===== src/rtl/serial_arith_pkg.sv =====
// Shared types and helpers for the bit-serial arithmetic cells.
// Holds the serial FSM state encoding and the bit-counter width helper.
package serial_arith_pkg;

    typedef enum logic [1:0] {
        IDLE  = 2'd0,
        SHIFT = 2'd1,
        DONE  = 2'd2
    } state_t;

    // Counter must be able to hold 0..width, hence width+1 distinct values.
    function automatic int cnt_width(input int width);
        return $clog2(width + 1);
    endfunction

endpackage


===== src/rtl/full_subtractor.sv =====
// One-bit full subtractor: d = a - b - bin, with borrow out.
// Shared per-bit cell of the serial subtractor.
module full_subtractor (
    input  logic a,
    input  logic b,
    input  logic bin,
    output logic d,
    output logic bout
);

    assign d    = a ^ b ^ bin;
    assign bout = (~a & b) | (~(a ^ b) & bin);

endmodule


===== src/rtl/serial_subtractor.sv =====
// Bit-serial WIDTH-bit subtractor, LSB first, one bit per clock.
// Optional add mode (Mode port) when SERIAL_SUB_ADD_MODE_EN is defined.
module serial_subtractor
    import serial_arith_pkg::*;
#(
    parameter int WIDTH = 8
) (
    input  logic             clk,
    input  logic             rst_n,
    input  logic             in_valid,
    output logic             in_ready,
    input  logic [WIDTH-1:0] A,
    input  logic [WIDTH-1:0] B,
`ifdef SERIAL_SUB_ADD_MODE_EN
    input  logic             Mode,
`endif
    output logic             out_valid,
    input  logic             out_ready,
    output logic [WIDTH-1:0] D,
    output logic             Bout,
    output state_t           state_dbg
);

    // Handshakes: a transfer happens on a rising edge where valid and ready
    // are both 1; the source holds its data until that edge, and valid/ready
    // are decoded from state so neither depends combinationally on the other.

    localparam int                CNT_W = cnt_width(WIDTH);
    localparam logic [CNT_W-1:0] LAST  = CNT_W'(WIDTH - 1);

    state_t           state, state_next;
    logic [WIDTH-1:0] sa, sb, res, res_shifted;
    logic [CNT_W-1:0] cnt;
    logic             br, bout_q;
    logic             cell_d, cell_bout, br_next;
    logic             accept, last_bit;

    assign in_ready  = (state == IDLE);
    assign out_valid = (state == DONE);
    assign accept    = in_valid & in_ready;
    assign last_bit  = (cnt == LAST);
    assign D         = res;
    assign Bout      = bout_q;
    assign state_dbg = state;

    full_subtractor u_cell (
        .a    (sa[0]),
        .b    (sb[0]),
        .bin  (br),
        .d    (cell_d),
        .bout (cell_bout)
    );

`ifdef SERIAL_SUB_ADD_MODE_EN
    logic mode_q;
    // Sum bit equals the difference bit; only the carry/borrow differs.
    assign br_next = mode_q ? ((sa[0] & sb[0]) | (sa[0] & br) | (sb[0] & br))
                            : cell_bout;
`else
    assign br_next = cell_bout;
`endif

    generate
        if (WIDTH == 1) begin : g_res_w1
            assign res_shifted = cell_d;
        end else begin : g_res_wn
            assign res_shifted = {cell_d, res[WIDTH-1:1]};
        end
    endgenerate

    always_ff @(posedge clk or negedge rst_n) begin
        if (!rst_n) begin
            state <= IDLE;
        end else begin
            state <= state_next;
        end
    end

    always_comb begin
        state_next = state;
        case (state)
            IDLE:    if (accept)    state_next = SHIFT;
            SHIFT:   if (last_bit)  state_next = DONE;
            DONE:    if (out_ready) state_next = IDLE;
            default:                state_next = IDLE;
        endcase
    end

    always_ff @(posedge clk or negedge rst_n) begin
        if (!rst_n) begin
            sa     <= '0;
            sb     <= '0;
            res    <= '0;
            cnt    <= '0;
            br     <= 1'b0;
            bout_q <= 1'b0;
`ifdef SERIAL_SUB_ADD_MODE_EN
            mode_q <= 1'b0;
`endif
        end else begin
            case (state)
                IDLE: begin
                    if (accept) begin
                        sa  <= A;
                        sb  <= B;
                        br  <= 1'b0;
                        cnt <= '0;
`ifdef SERIAL_SUB_ADD_MODE_EN
                        mode_q <= Mode;
`endif
                    end
                end
                SHIFT: begin
                    sa  <= sa >> 1;
                    sb  <= sb >> 1;
                    br  <= br_next;
                    res <= res_shifted;
                    cnt <= cnt + 1'b1;
                    if (last_bit) bout_q <= br_next;
                end
                default: ;
            endcase
        end
    end

endmodule

===== config.mk =====
export PLATFORM = sky130hd
export DESIGN_NAME = serial_subtractor
export DESIGN_NICKNAME = d
export VERILOG_FILES = /design/src/rtl/serial_arith_pkg.sv /design/src/rtl/full_subtractor.sv /design/src/rtl/serial_subtractor.sv
export SDC_FILE = /design/constraint.sdc
export NUM_CORES = 1
export LEC_CHECK = 0
export ABC_AREA = 1
export BUFFER_PORTS_ARGS = -buffer_cell sky130_fd_sc_hd__clkbuf_2
export CORE_MARGIN = 1
export CORE_UTILIZATION = 52
export CTS_CLUSTER_DIAMETER = 30
export DETAILED_ROUTE_END_ITERATION = 6
export PLACE_DENSITY = 0.77
export SLEW_MARGIN = 20
export SYNTH_ARGS = -nofsm -noshare
export SYNTH_HDL_FRONTEND = slang
export SYNTH_SLANG_ARGS = --single-unit

===== constraint.sdc =====
create_clock -name clk -period 1.6 [get_ports clk]
set_clock_uncertainty 0.2 [all_clocks]
set_input_delay 0.08 -clock clk [delete_from_list [all_inputs] [get_ports clk]]
set_output_delay 0.08 -clock clk [all_outputs]
set_load 0.01 [all_outputs]

# Word level (Yosys, flattened, before mapping)
# Index checks and enable logic that the tools add are counted.
# classes
n_eq_ne	6
bitwise	8
mux	12
n_reduce_logical	5
n_addsub	1
# ops
cell	count
8-bit case mux with 2 select lines	2
8-bit 2-to-1 mux	2
4-bit case mux with 2 select lines	1
2-bit 2-to-1 mux	3
2-bit case mux with 3 select lines	1
4-bit by 1-bit adder with 4-bit output (second input constant)	1
4-bit by 3-bit == test with 1-bit output (second input constant)	1
4-bit 2-to-1 mux	1
2-bit by 1-bit inequality test with 1-bit output (second input constant)	2
2-bit AND reduction	2
1-bit bitwise AND	3
3-bit AND reduction	1
2-bit by 1-bit == test with 1-bit output (second input constant)	1
2-bit == test (second input constant)	1
2-bit zero test	1
2-bit inequality test (second input constant)	1
1-bit NOT	2
1-bit case mux with 2 select lines	1
2-bit nonzero test	1
1-bit XOR	2
1-bit 2-to-1 mux	1
1-bit bitwise OR	1
# word_totals
output_inout_bits	13
word_cells	39
ff_bits	32
inputBits	20

# Depth between registers and ports, before layout
# depth
ltp_word	5
mapped_depth	7
depth_no_buf	6

# Modules after synthesis
# A second synthesis with hierarchy kept.
# hier_totals
cells_unflattened	165
area_unflattened_um2	1431.4
# modules_own_cells
module	instances	seq_area_each_um2	cells_each	area_per_inst_um2
serial_subtractor	1	800.8	161	1400.1
full_subtractor	1	0.0	4	31.3

# Worst setup path after synthesis
# OpenSTA, ideal clock, no wires.
# synth_timing
path_kind	register to register
start	reg state[1] (netlist: state_dbg[1])
end	reg sb[4]
period_less_slack_ps	1329
path_buffers	2
path_stages_with_launch	8
setup_ps	124
arrival_time_ps	1005
setup_slack_ps	271
t_required_ps	1276
path_cell_list	dfrtp_1 inv_2 nand2_1 inv_2 buf_6 buf_4 nand2_1 nand3_1
# synth_between
elab_chain_len	4
elab_cells_between_ends	7
cone_classes	eq/ne (2); mux (1); bitwise (1); reduce/logical (3)
# synth_rtl
element	line	rtl
start, declared	serial_subtractor.sv:31	state_t state, state_next;
start signal, assigned	serial_subtractor.sv:75	state <= state_next;
2-bit zero test	serial_subtractor.sv:38, serial_subtractor.sv:101	
1-bit bitwise AND	serial_subtractor.sv:40	assign accept = in_valid & in_ready;
2-bit by 1-bit inequality test with 1-bit output (no line)	n/a	
2-bit AND reduction (no line)	n/a	
end signal, assigned	serial_subtractor.sv:115	sb <= sb >> 1;
end, declared	serial_subtractor.sv:32	logic [WIDTH-1:0] sa, sb, res, res_shifted;
# Several ways; a longest one is shown, not always the timed one.
# A chain may end at the register's enable or synchronous reset.

# Worst setup path in the final report
# layout_timing
start	reg state[0] (netlist: state_dbg[0])
end	out in_ready
# layout_between
elab_chain_len	1
# layout_rtl
element	line	rtl
2-bit zero test	serial_subtractor.sv:38	assign in_ready = (state == IDLE);
end, declared	serial_subtractor.sv:11	output logic in_ready,
# Every way passes these cells.

==> out/results.txt <==
outcome - finished, final reports clean
Crit Path Max Fanout - 15
Hold Crit Class - in2async
Distinct cells, synth - 20
Ant. Diodes - 0
Die ar. - 2954 um^2
nets@finish - 241
Pwr Total - 3.080 mW
Area Growth Syn to Fin - 30.64%
setup_tns - 0 ns
multiplexer area fraction after synthesis - 0%
Initial Utilization - 56.50%
Yosys Warn Count - 0
fraction of layout cells with a size suffix above 1 - 22.37%
# rows - 18
GR Util met1 - 33.16%
GR Overflow Total - 0
fin util - 73.81%
sequential fraction of the synthesis area - 56.19%
Post-Synth XOR/XNOR Area - 0%
Synth Area in Compound Gates - 4.126%
Synth Cell Area - 1425 um^2
CTS Sinks - 32
initial antenna violation count - 0
leak pwr - 0.9621 nW
Placeable Area - 2522 um^2
Final Hold Vio Count - 0
count leader, synth - nand3_1
number of global-route vias before repair - 1233
final WL - 3.204 mm
fmax - 0.6549 GHz
CP Capture Type - output port
GPL Wtd Cong - 0.7219
Max VDD drop - 1285 uV
EDFF count, synth - 0
R2R Setup Slk - 0.21 ns
transition time of the tightest slew-check pin - 0.3915 ns
GR peak layer - met2
met3 Use GR - 8.611%
DR WL/cell - 12.87 um
Adder-Cell Fraction of Synth Area - 2.283%
# resized after CTS - 0
Tcrit/Tclk final - 95.44%
Worst-Skew Late Latency - 0.33 ns
area occupied by multi-input gates - 533.0 um^2
Yosys reg bits - 32
clk buf depth - 2
# Max-Cap Violations - 0
total track usage - 26.67%
Sequential Area - 800.8 um^2
via/cell ratio - 5.341
CP Data Arrival Time - 1.25 ns
CTS Buf Count - 5
CP Class - reg2out
synthesized instance count - 163
CP required - 1.32 ns
first-pass iteration count of the detailed router - 6
Pins Over Slew Limit - 0
Root Driver - clkbuf_4
via count - 1330
post-synth net total - 185
largest family of logic cells by synthesized area - simple AND/OR/NAND/NOR gates
post-synth top area share - 56.19%
DRC violations left - 0
PD cells - 1654 nW/um^2
first-pass GRT wire length - 5.409 mm
synth top area cells - dfrtp_1, nand3_1, nand2_1, buf_2, inv_1
largest net degree at the start of global routing - 33
Post-CTS Setup Inserts - 0
Setup-failing EPs final - 0
CTS H-tree depth - 2
Slew Limit Headroom - 73.90%
M2 GR Usage - 43.70%
port bufs - 32
Fillers - 202
area leader, netlist - dfrtp_1
clk slew on worst S/H paths - 0.10 ns
RR Endpoint - cnt[0]
R2R cell count - 4
Syn Area/Cell - 8.743 um^2
I/O Pins - 33
Synth Flop Type - dfrtp_1
Hold Buf Count CTS - 19
Startpoint Class - flop
crit path time final - 1.527 ns
Die Y - 54.35 um
origin of the critical flop-to-flop path - state_dbg[0]
Detail Route Antenna Nets - 0
simple-gate share of the synthesized area - 30.99%
unrepaired setup endpoints after global routing - false
hpwl dp - 2.025 mm
starting DRC count in detailed routing - 29
Post-synth top cells - nand3_1, nand2_1, dfrtp_1
Die X - 54.35 um
FFs w/ async S/R, synth - 100.0%
CTS tree - built
[critical path, stage by stage (launching register included)]
cell and delay, ns:
dfrtp_1 0.44, nor2_2 0.12, buf_4 0.20, clkbuf_2 0.16
[metal layers]
layer	vias to the layer above	wire, um
met2	40	1574
met4	0	35
met1	631	1443
met5	-	0
li1	655	-
met3	4	151
[where the power goes]
group,switching [mW],internal [mW],total [mW]
combinational,0.769,0.509,1.28
sequential,0.231,1.14,1.37
clock,0.266,0.162,0.428
total,1.27,1.81,3.08
[logic make-up after synthesis]
group | count (synthesis)
simple gates | 99
flops | 32
buf+inv | 19
compound gates | 11
fa+ha+maj | 2
[state kept, by name (all words and copies together) (netlist names)]
register and count:
D 8, sa 8, sb 8, cnt 4, state_dbg 2, Bout 1
br 1
[layout make-up]
cell class	instances	share of cell area (%)
clock inverters	1	0.2688
multi-input cells	112	28.63
flip-flops and latches	32	43.01
repair buffers	59	22.04
clock buffers	6	2.218
well taps	30	2.016
inverters	9	1.815
[stage by stage]
step,instances,area (um^2),worst slack (ns),hold slack (ns)
CTS,249,1862,0.06324,0.09915
floorplan,163,1425,0.2712,-0.4156
global placement,223,1625,0.2618,-0.08296
finish,249,1862,0.07296,0.08688
global route,249,1862,0.01615,0.1578
detailed placement,223,1625,0.2388,-0.08270
[placed cells by master, fill, tap and decap left out]
master,count
nand3_1,49
nand2_1,42
dfrtp_1,32
clkbuf_2,32
dlygate4sd3_1,19
buf_4,8
inv_1,7
nor2_1,5
o21ai_0,5
clkbuf_4,5
o21ai_1,3
inv_2,2
nor2_2,1
nand4_1,1
o22ai_1,1
nand3b_1,1
o31ai_1,1
a21oi_1,1
fa_1,1
ha_1,1
clkinv_2,1
clkbuf_1,1
[worst max path at each step]
stage / to / startpoint / slack [ns] / cells after the start
floorplan: sb[4] / state_dbg[1] / 0.27 / 7
global placement: br / state_dbg[0] / 0.26 / 4
detailed placement: cnt[0] / state_dbg[1] / 0.24 / 6
CTS: in_ready / state_dbg[0] / 0.06 / 3
global route: in_ready / state_dbg[0] / 0.02 / 3
finish: in_ready / state_dbg[0] / 0.07 / 3
Power figures use the tool's default switching activity.
